<file path="src/rtl/bin_conv3x3_stream.sv">
// Streaming 3x3 binary (XNOR-popcount) convolution over a raster-order 1-bit image.
// Emits one thresholded bit per interior window, registered, one cycle after the accepting edge.
module bin_conv3x3_stream #(
  parameter int W  = 32,
  parameter int H  = 32,
  parameter int CB = 5,
  parameter int RB = 5
) (
  input  logic       iCLK,
  input  logic       iRSTn,
  input  logic       iEN,
  input  logic       iCLR,
  input  logic       iDATA,
  input  logic [8:0] iWEIGHT,
  input  logic [3:0] iTHR,
  output logic       oDATA,
  output logic       oVALID,
  output logic       oDONE
);

  logic [CB-1:0] col_q, col_d;
  logic [RB-1:0] row_q, row_d;
  logic [W-1:0]  lb1_q;  // row r-1, indexed by column
  logic [W-1:0]  lb2_q;  // row r-2, indexed by column
  logic [8:0]    win_q, win_d;
  logic          data_q, data_d;
  logic          valid_q, valid_d;
  logic          done_q, done_d;

  logic          accept;
  logic          col_last, row_last;
  logic          tap1, tap2;
  logic [2:0]    new_col;
  logic [8:0]    match;
  logic [3:0]    pc;
  logic          result;
  logic          out_fire;

  assign accept   = iEN & ~iCLR;
  assign col_last = (col_q == CB'(W - 1));
  assign row_last = (row_q == RB'(H - 1));
  assign tap1     = lb1_q[col_q];
  assign tap2     = lb2_q[col_q];
  // Right-hand window column, top (oldest line) at index 0.
  assign new_col  = {iDATA, tap1, tap2};

  genvar gi;
  generate
    for (gi = 0; gi < 3; gi++) begin : g_win_row
      assign win_d[3*gi + 0] = win_q[3*gi + 1];
      assign win_d[3*gi + 1] = win_q[3*gi + 2];
      assign win_d[3*gi + 2] = new_col[gi];
    end
  endgenerate

  assign match = ~(win_d ^ iWEIGHT);

  always_comb begin
    pc = '0;
    for (int k = 0; k < 9; k++) begin
      pc = pc + 4'(match[k]);
    end
  end

  assign result   = (pc >= iTHR);
  assign out_fire = accept && (row_q >= RB'(2)) && (col_q >= CB'(2));

  always_comb begin
    col_d   = col_q;
    row_d   = row_q;
    valid_d = out_fire;
    data_d  = out_fire & result;
    done_d  = out_fire & row_last & col_last;
    if (accept) begin
      if (col_last) begin
        col_d = '0;
        row_d = row_last ? '0 : row_q + RB'(1);
      end else begin
        col_d = col_q + CB'(1);
      end
    end
  end

  always_ff @(posedge iCLK or negedge iRSTn) begin
    if (!iRSTn) begin
      col_q   <= '0;
      row_q   <= '0;
      lb1_q   <= '0;
      lb2_q   <= '0;
      win_q   <= '0;
      data_q  <= 1'b0;
      valid_q <= 1'b0;
      done_q  <= 1'b0;
    end else if (iCLR) begin
      col_q   <= '0;
      row_q   <= '0;
      lb1_q   <= '0;
      lb2_q   <= '0;
      win_q   <= '0;
      data_q  <= 1'b0;
      valid_q <= 1'b0;
      done_q  <= 1'b0;
    end else begin
      col_q   <= col_d;
      row_q   <= row_d;
      data_q  <= data_d;
      valid_q <= valid_d;
      done_q  <= done_d;
      if (accept) begin
        win_q        <= win_d;
        lb1_q[col_q] <= iDATA;
        lb2_q[col_q] <= tap1;
      end
    end
  end

  assign oDATA  = data_q;
  assign oVALID = valid_q;
  assign oDONE  = done_q;

endmodule

</file>
<file path="config.mk">
export PLATFORM = sky130hd
export DESIGN_NAME = bin_conv3x3_stream
export DESIGN_NICKNAME = d
export VERILOG_FILES = /design/src/rtl/bin_conv3x3_stream.sv
export SDC_FILE = /design/constraint.sdc
export NUM_CORES = 1
export LEC_CHECK = 0
export ABC_CLOCK_PERIOD_IN_PS = 4600
export CAP_MARGIN = 10
export CORE_MARGIN = 10
export CORE_UTILIZATION = 40
export CTS_CLUSTER_SIZE = 16
export DETAILED_ROUTE_END_ITERATION = 7
export GPL_TIMING_DRIVEN = 0
export SETUP_SLACK_MARGIN = 0.05
export SLEW_MARGIN = 20
export SYNTH_ARGS = -nofsm -noshare
export SYNTH_HDL_FRONTEND = slang
export SYNTH_SLANG_ARGS = --single-unit
</file>
<file path="constraint.sdc">
create_clock -name iCLK -period 4.6 [get_ports iCLK]
set_input_delay 0.69 -clock iCLK [delete_from_list [all_inputs] [get_ports iCLK]]
set_output_delay 0.69 -clock iCLK [all_outputs]
set_load 0.02 [all_outputs]
</file>
After elaboration in Yosys (flattened, before gate mapping) --
Cells that the tools add are included.
Storage, ports and cells: output and inout bits 3, flip-flop bits (word level) 86, word-level logic and storage cells 62, bits of input ports 18
Operators by class: reduce and logical (&&, ||, !) cells 6, mux-type cells 24, add/sub/neg operators 10, bitwise gates (word level) 7, $lt $le $gt $ge 5, equality and inequality tests 2
Operators with widths (count):
- 32-bit 2-to-1 mux | 4
- 32-bit bitwise mux | 2
- 5-bit 2-to-1 mux | 7
- 4-bit by 1-bit adder with 4-bit output | 5
- 9-bit 2-to-1 mux | 2
- 5-bit by 1-bit adder with 5-bit output, second input constant | 2
- 1-bit binary-select mux with 5-bit select | 2
- 5-bit == test, second input constant | 2
- 5-bit by 2-bit greater-or-equal comparator with 1-bit output, second input constant | 2
- 9-bit NOT | 1
- 9-bit XOR | 1
- 5-bit by 6-bit < comparator with 1-bit output, second input constant | 1
- 1-bit 2-to-1 mux | 6
- 1-bit demux with 5-bit select | 1
- 5-bit by 1-bit greater-or-equal comparator with 1-bit output, second input constant | 1
- 3-bit by 1-bit adder with 4-bit output | 1
- 1-bit bitwise AND | 4
- 4-bit greater-or-equal comparator | 1
- 2-bit nonzero test | 2
- 2-bit by 1-bit adder with 3-bit output | 1
- 1-bit logical AND | 3
- 1-bit by 1-bit adder with 2-bit output | 1
- 2-bit AND reduction | 1
- 1-bit NOT | 1

Depth between registers and ports, before layout --
Gate-level depths: netlist of the first run.
word-level depth 15, mapped depth 20, gate-level depth less buffers 17

Worst setup path after synthesis of the first run --
OpenSTA, ideal clock, no wires.
path type reg2reg, start register col_q[1], end register data_q, in the netlist oDATA, path slack 0.087 ns, arrival time 4.394 ns, period minus slack after synthesis 4.513 ns, setup time 0.119 ns, path buffers 2, required time 4.481 ns, cell stages (with the launch flop) 20, cell sequence dfrtp_1 > buf_6 > buf_12 > mux2i_1 > o32ai_1 > nor4_2 > o2111ai_1 > xor2_1 > fa_1 > inv_1 > fa_1 > fa_1 > inv_1 > fa_1 > inv_1 > ha_1 > a21o_1 > a21o_1 > a21oi_1 > nor2b_1
Between the ends: longest elaborated chain between the ends 14, elaborated cells between the ends (all ways) 18, classes of those cells add/sub: 7; order compare: 2; mux: 5; bitwise: 3; reduce/logical: 1
Ends and longest elaborated chain:
- start, declared | RTL line 21 | logic [CB-1:0] col_q, col_d;
- start signal, assigned | RTL line 104 | col_q <= col_d;
- 1-bit binary-select mux with 5-bit select | RTL line 43 | assign tap2 = lb2_q[col_q];
- 1-bit 2-to-1 mux (not written as such) | RTL line 43
- 9-bit XOR | RTL line 56 | assign match = ~(win_d ^ iWEIGHT);
- 9-bit NOT | RTL line 56
- 2-bit by 1-bit adder with 3-bit output | RTL line 61 | pc = pc + 4'(match[k]);
- 3-bit by 1-bit adder with 4-bit output | RTL line 61
- 4-bit by 1-bit adder with 4-bit output (5 in a row) | RTL line 61
- 4-bit greater-or-equal comparator | RTL line 65 | assign result = (pc >= iTHR);
- 1-bit bitwise AND (*) | RTL line 72 | data_d = out_fire & result;
- 1-bit 2-to-1 mux (*) | RTL line 94 | end else if (iCLR) begin
- end signal, assigned | RTL line 106 | data_q <= data_d;
- end, declared | RTL line 26 | logic data_q, data_d;
Mark *: on every way between the ends. The rest lies on a longest branch, timed or not. The select of a mux whose other input is x is not followed. A chain may end at the register's enable or synchronous reset.

Worst setup path in the final report of the first run --
Ends and elaborated chain as after synthesis.

==> results of run 1 <==
[cell usage after synthesis, types with 2 or more instances]
cell type,instances
a211oi_1,2
a21o_1,2
a21oi_1,49
a311oi_1,7
a31oi_1,10
and3_1,2
buf_1,3
buf_2,5
buf_6,2
clkbuf_1,21
dfrtp_1,83
fa_1,5
ha_1,14
inv_1,19
mux2i_1,47
mux4_2,4
nand2_1,49
nand2b_1,10
nand3_1,13
nand3b_1,4
nand4_1,3
nor2_1,53
nor2b_1,3
nor3_1,3
nor3_2,4
nor4_1,2
o21a_1,2
o21ai_0,25
o22ai_1,2
o22ai_2,2
o32ai_1,4
or2_2,2
or3_1,17
or3b_1,2
or4_1,6
xnor2_1,6
xor2_1,5
[per-stage QoR]
| stage | hold slack, ns | utilization | TNS, ns | setup WS, ns |
|---|---|---|---|---|
| after floorplan | 0.394 | - | 0 | 0.0866 |
| after CTS | 0.280 | 0.480 | -0.0295 | -0.0295 |
| after global routing | 0.289 | 0.483 | -0.247 | -0.247 |
| after detailed placement | 0.519 | 0.439 | -0.904 | -0.904 |
| final | 0.265 | 0.483 | -0.0619 | -0.0619 |
| after global placement | 0.504 | 0.437 | -19.65 | -0.878 |
[worst register-to-register path, delay by kind of cell, from the launching register on]
family | cells | cell delay [ns]
mux | 1 | 0.36
xor+xnor | 1 | 0.22
flops | 1 | 0.36
fa+ha+maj | 5 | 1.95
simple gates | 2 | 0.41
compound gates | 5 | 0.87
buf+inv | 4 | 0.37
[metal layers]
layer / up-vias / share of wire / track usage
li1: 1893 / - / -
met1: 2034 / 0.46 / 0.242
met2: 130 / 0.47 / 0.268
met3: 32 / 0.050 / 0.0316
met4: 0 / 0.025 / 0.0754
met5: - / 0 / 0
[sequential cells by signal, summed over array words and instances, names as in the netlist]
| register | cells |
|---|---|
| lb1_q | 32 |
| oVALID | 1 |
| oDONE | 1 |
| col_q | 5 |
| row_q | 5 |
| win_q | 6 |
| oDATA | 1 |
| lb2_q | 32 |
[worst max path at each step]
stage / from / end / slack, ns
2_1_floorplan: col_q[1] / oDATA / 0.09
3_3_place_gp: col_q[1] / oDATA / -0.88
3_5_place_dp: col_q[1] / oDATA / -0.90
4_1_cts: col_q[1] / oDATA / -0.03
5_1_grt: col_q[1] / oDATA / -0.25
6_report: col_q[1] / oDATA / -0.06
[cells by family after synthesis]
| family | share of synthesized area |
|---|---|
| and+or+nand+nor | 0.187 |
| adders and majority gates | 0.0566 |
| AOI/OAI and AO/OA | 0.141 |
| xor gates and xnor gates | 0.0198 |
| DFF | 0.427 |
| buffers and inverters | 0.0502 |
| muxes | 0.118 |
[layout make-up]
type | count | area (um^2)
Buffer | 33 | 170
Clock buffer | 12 | 236
Clock inverter | 4 | 75.1
Fill cell | 1094 | 6190
Inverter | 19 | 71.3
Multi-Input combinational cell | 374 | 2650
Sequential cell | 83 | 2080
Tap cell | 147 | 184
Timing Repair Buffer | 30 | 308
[power breakdown]
| part | total (uW) | switching, uW | internal (uW) |
|---|---|---|---|
| sequential | 743 | 6.63 | 737 |
| combinational | 308 | 173 | 135 |
| clock | 768 | 292 | 476 |
[timing repair]
action / CTS / global route
endpoints found under the setup margin: 1 / 1
hold endpoints to repair: 0 / 0
buffers inserted: 10 / 0
resized for setup: 19 / 7
pin swaps: 10 / 1
gates cloned: 1 / 0
==> out/qor.csv, run 1 <==
metric;value;unit
Avg Inst Size Synth;9.53;um^2
Core Footprint;12000;um^2
Worst path most repeated cell;fa_1;
Gate Count Post-Synth;510;
most frequent cells in the layout;dfrtp_1, nor2_1, nand2_1, a21oi_1, mux2i_1;
failing checks;setup timing;
Seq/Total Area, Yosys;0.427;
Die H;130;um
DRT Pass-1 Iters;6;
remaining antenna violation count;0;
Rows;40;
Primary FF master, synth;dfrtp_1;
die width;130;um
grt ovf;0;
Slew headroom;0.483;
GP Congestion;0.915;
Ports;21;
crit path kind;reg2reg;
total power;1820;uW
hold_buf cts;0;
DR vias/cell;5.82;
Arr. time, crit path;4.90;ns
R2R cell count;18;
Final setup viols;1;
drt total wl;14100;um
Slew Viols, Final;0;
yosys warns;0;
top-area cell type share of the netlist area;0.427;
Reg2Reg Capture Point;oDATA;
RSZ-0062 raised after global routing;yes;
global-route usage over all layers;0.177;
fin area;5780;um^2
commonest non-fill, non-tap cell in the layout;dfrtp_1;
DR WL/cell;20.0;um
die area;17000;um^2
Synth Register Bits;83;
first-pass GRT wire length;22800;um
Clk pin slew, worst setup/hold paths;0.06;ns
Top Family by Delay on Critical Path;adder cells;
placed cells;676;
CTS Buf Count;9;
I/O Buffers;18;
Synth area leaders;dfrtp_1, mux2i_1, a21oi_1;
Detailed Place HPWL;9870;um
Critical Path Max Stage Delay;0.50;ns
share of layout cells above drive strength 1;0.132;
initial core utilization;0.406;
Post-Syn Area;4860;um^2
placed cell area;5250;um^2
Non-Filler Instances;702;
slowest library cell on the worst path;fa_1;
Final Hold Fails;0;
worst r2r src;col_q[1];
run status;finished, violations left;
Worst EP required;4.84;ns
Longest Clk Path Bufs;2;
CTS tree;yes;
post-route DRC violation count;0;
maxcap violations;0;
leakage;0.00238;uW
routed via count;4089;
CTS HTree Levels;3;
Starting DRT DRC Count;439;
Final period util;1.01;
Post-synth EDFFs;0;
CP Launch Type;flop;
Max Clock Skew;0.00581;ns
power per standard cell area;315;nW/um^2
initial antenna violation count;0;
async set-reset flop share out of synthesis;1.00;
Worst Max-Slew Pin Slew;0.775;ns
Setup crit end kind;flop;
Final nets;587;
area leader, netlist;dfrtp_1;
critical path depth;18;
maximum vdd drop;158;uV
area delta synth->final;18.8;%
crit path buf inv count;4;
clk_lat worst skew;0.34;ns
root buffer cell;clkbuf_16;
fin worst setup slack;-0.0619;ns
vias in the first global route;4097;
Syn Nets;547;
largest net degree at the start of global routing;57;
number of clock sinks;83;
Inserted Diodes;0;
Distinct cells, synth;55;
worst hold path class;in2async;
worst-path fanout max;5;
Worst R2R Setup Slack;-0.06;ns
final worst path period need;4.66;ns
Peak Freq;0.215;GHz
worst path cell trace;buf_6 -> mux2i_1 -> o31ai_1 -> nor4_4 -> o2111ai_2 -> xor2_1 -> fa_1 -> inv_1 -> fa_1 -> fa_2 -> inv_2 -> fa_1 -> inv_1 -> ha_1 -> a21o_1 -> a21o_1 -> a21oi_2 -> nor2b_1;
No activity file was read; power rests on OpenSTA's default activity.
==> inputs of run 2 (changes only) <==
--- a/config.mk
+++ b/config.mk
@@ -8,10 +8,11 @@
 export ABC_CLOCK_PERIOD_IN_PS = 4600
 export CAP_MARGIN = 10
 export CORE_MARGIN = 10
-export CORE_UTILIZATION = 40
+export CORE_UTILIZATION = 54
 export CTS_CLUSTER_SIZE = 16
 export DETAILED_ROUTE_END_ITERATION = 7
 export GPL_TIMING_DRIVEN = 0
+export PLACE_DENSITY = 0.75
 export SETUP_SLACK_MARGIN = 0.05
 export SLEW_MARGIN = 20
 export SYNTH_ARGS = -nofsm -noshare
==> out/qor.csv, run 2 (synthesis gave the netlist of run 1 again) <==
metric;value;unit
Peak Freq;0.215;GHz
maximum vdd drop;209;uV
Clk pin slew, worst setup/hold paths;0.10;ns
Rows;34;
GP Congestion;0.952;
routed via count;4163;
final worst path period need;4.66;ns
maxcap violations;0;
drt total wl;13600;um
CTS HTree Levels;3;
grt ovf;0;
I/O Buffers;18;
Max Clock Skew;0.0107;ns
RSZ-0062 raised after global routing;yes;
hold_buf cts;0;
Longest Clk Path Bufs;2;
commonest non-fill, non-tap cell in the layout;dfrtp_1;
leakage;0.00233;uW
post-route DRC violation count;0;
CTS Buf Count;9;
Largest regs;lb1_q (32), lb2_q (32), win_q (6);
Final nets;584;
initial antenna violation count;0;
Non-Filler Instances;660;
Setup crit end kind;flop;
initial core utilization;0.557;
placed cells;637;
most frequent cells in the layout;dfrtp_1, nor2_1, nand2_1, a21oi_1, mux2i_1;
share of layout cells above drive strength 1;0.121;
worst hold path class;in2async;
Reg2Reg Capture Point;oDATA;
Slew Viols, Final;0;
die area;13200;um^2
WHS;0.249;ns
CTS tree;yes;
die width;115;um
CP Launch Type;flop;
Core Footprint;8720;um^2
DR vias/cell;6.31;
first-pass GRT wire length;21900;um
Final setup viols;1;
fillcell total;724;
crit path kind;reg2reg;
failing checks;setup timing;
run status;finished, violations left;
remaining antenna violation count;0;
Final Util;0.643;
total power;1660;uW
Critical Path Sink;oDATA;
clk_lat worst skew;0.38;ns
Slew headroom;0.536;
power per standard cell area;295;nW/um^2
fin worst setup slack;-0.0580;ns
Worst Max-Slew Pin Slew;0.697;ns
DR WL/cell;20.6;um
Final period util;1.01;
Die H;115;um
worst r2r src;col_q[1];
R2R cell count;20;
Inserted Diodes;0;
number of clock sinks;83;
DRT Pass-1 Iters;5;
root buffer cell;clkbuf_8;
Detailed Place HPWL;9680;um
Ports;21;
Final Hold Fails;0;
Setup crit start;col_q[1];
vias in the first global route;4140;
Worst R2R Setup Slack;-0.06;ns
largest net degree at the start of global routing;52;
Worst EP required;4.87;ns
global-route usage over all layers;0.211;
Starting DRT DRC Count;328;
worst-path fanout max;6;
Arr. time, crit path;4.93;ns
area delta synth->final;15.4;%
run 2: cell types whose count changed in the layout (fill, tap and decap cells not counted), moves of 3 or more:
cell,previous run,this run
buf_4,13,8
clkbuf_1,23,20
clkbuf_16,9,0
clkbuf_8,0,9
mux2i_1,38,43
mux2i_2,6,0
run 2: timing repair:
action | 4_1_cts | 5_1_grt
endpoints found under the setup margin | 1 | 1
gates cloned | 0 | 0
endpoints found under the hold margin | 0 | 0
setup buffers | 8 | 0
resized for setup | 22 | 0
pin swaps | 8 | 0
run 2: area by class of cell:
cell class                 instances  area, um^2  area share
timing repair buffer              27         290      0.0518
clock inverter                     7         100      0.0178
multi-input combinational        374        2640       0.471
sequential                        83        2080       0.370
tap                              108         135      0.0241
clock buffer                       9         124      0.0221
buffer                            33         170      0.0303
inverter                          19        71.3      0.0127
run 2: worst min-delay path by stage:
stage              start   endpoint  slack [ns]
4_1_cts            iRSTn   lb1_q[0]        0.27
5_1_grt            iRSTn   lb1_q[0]        0.28
2_1_floorplan      iRSTn   col_q[0]        0.39
6_report           iRSTn   lb1_q[3]        0.25
3_3_place_gp   lb1_q[15]  lb1_q[15]        0.50
3_5_place_dp    lb1_q[8]   lb1_q[8]        0.52
run 2: metal layers:
layer  vias up  track usage  routed length, um
met4         0       0.0949                389
met1      2065        0.287               5940
met3        35       0.0359                923
met2       177        0.322               6360
li1       1886            -                  -
met5         -            0                  0
run 2: critical path, stage by stage, from the launching register on:
cell	delay, ns
dfrtp_1	0.40
buf_6	0.15
buf_12	0.14
buf_12	0.14
mux2i_4	0.26
o21ai_2	0.11
nor4_4	0.29
o2111ai_2	0.18
xor2_1	0.21
fa_1	0.49
inv_1	0.05
fa_1	0.46
fa_2	0.37
inv_2	0.06
fa_1	0.39
inv_1	0.06
ha_1	0.21
a21o_1	0.16
a21o_1	0.18
a21oi_2	0.17
nor2b_1	0.06
run 2: power breakdown:
group	internal, uW	total [uW]	switching [uW]
registers	735	742	6.87
clock network	309	606	297
logic	134	309	174
run 2: stage by stage:
step                      worst slack (ns)  setup TNS [ns]  cell area (um^2)
final                              -0.0580         -0.0580              5610
after CTS                          -0.0213         -0.0213              5610
after global routing                -0.261          -0.261              5610
after global placement              -0.841           -8.44              5170
after detailed placement            -0.908          -0.908              5200
after floorplan                     0.0866               0              4860
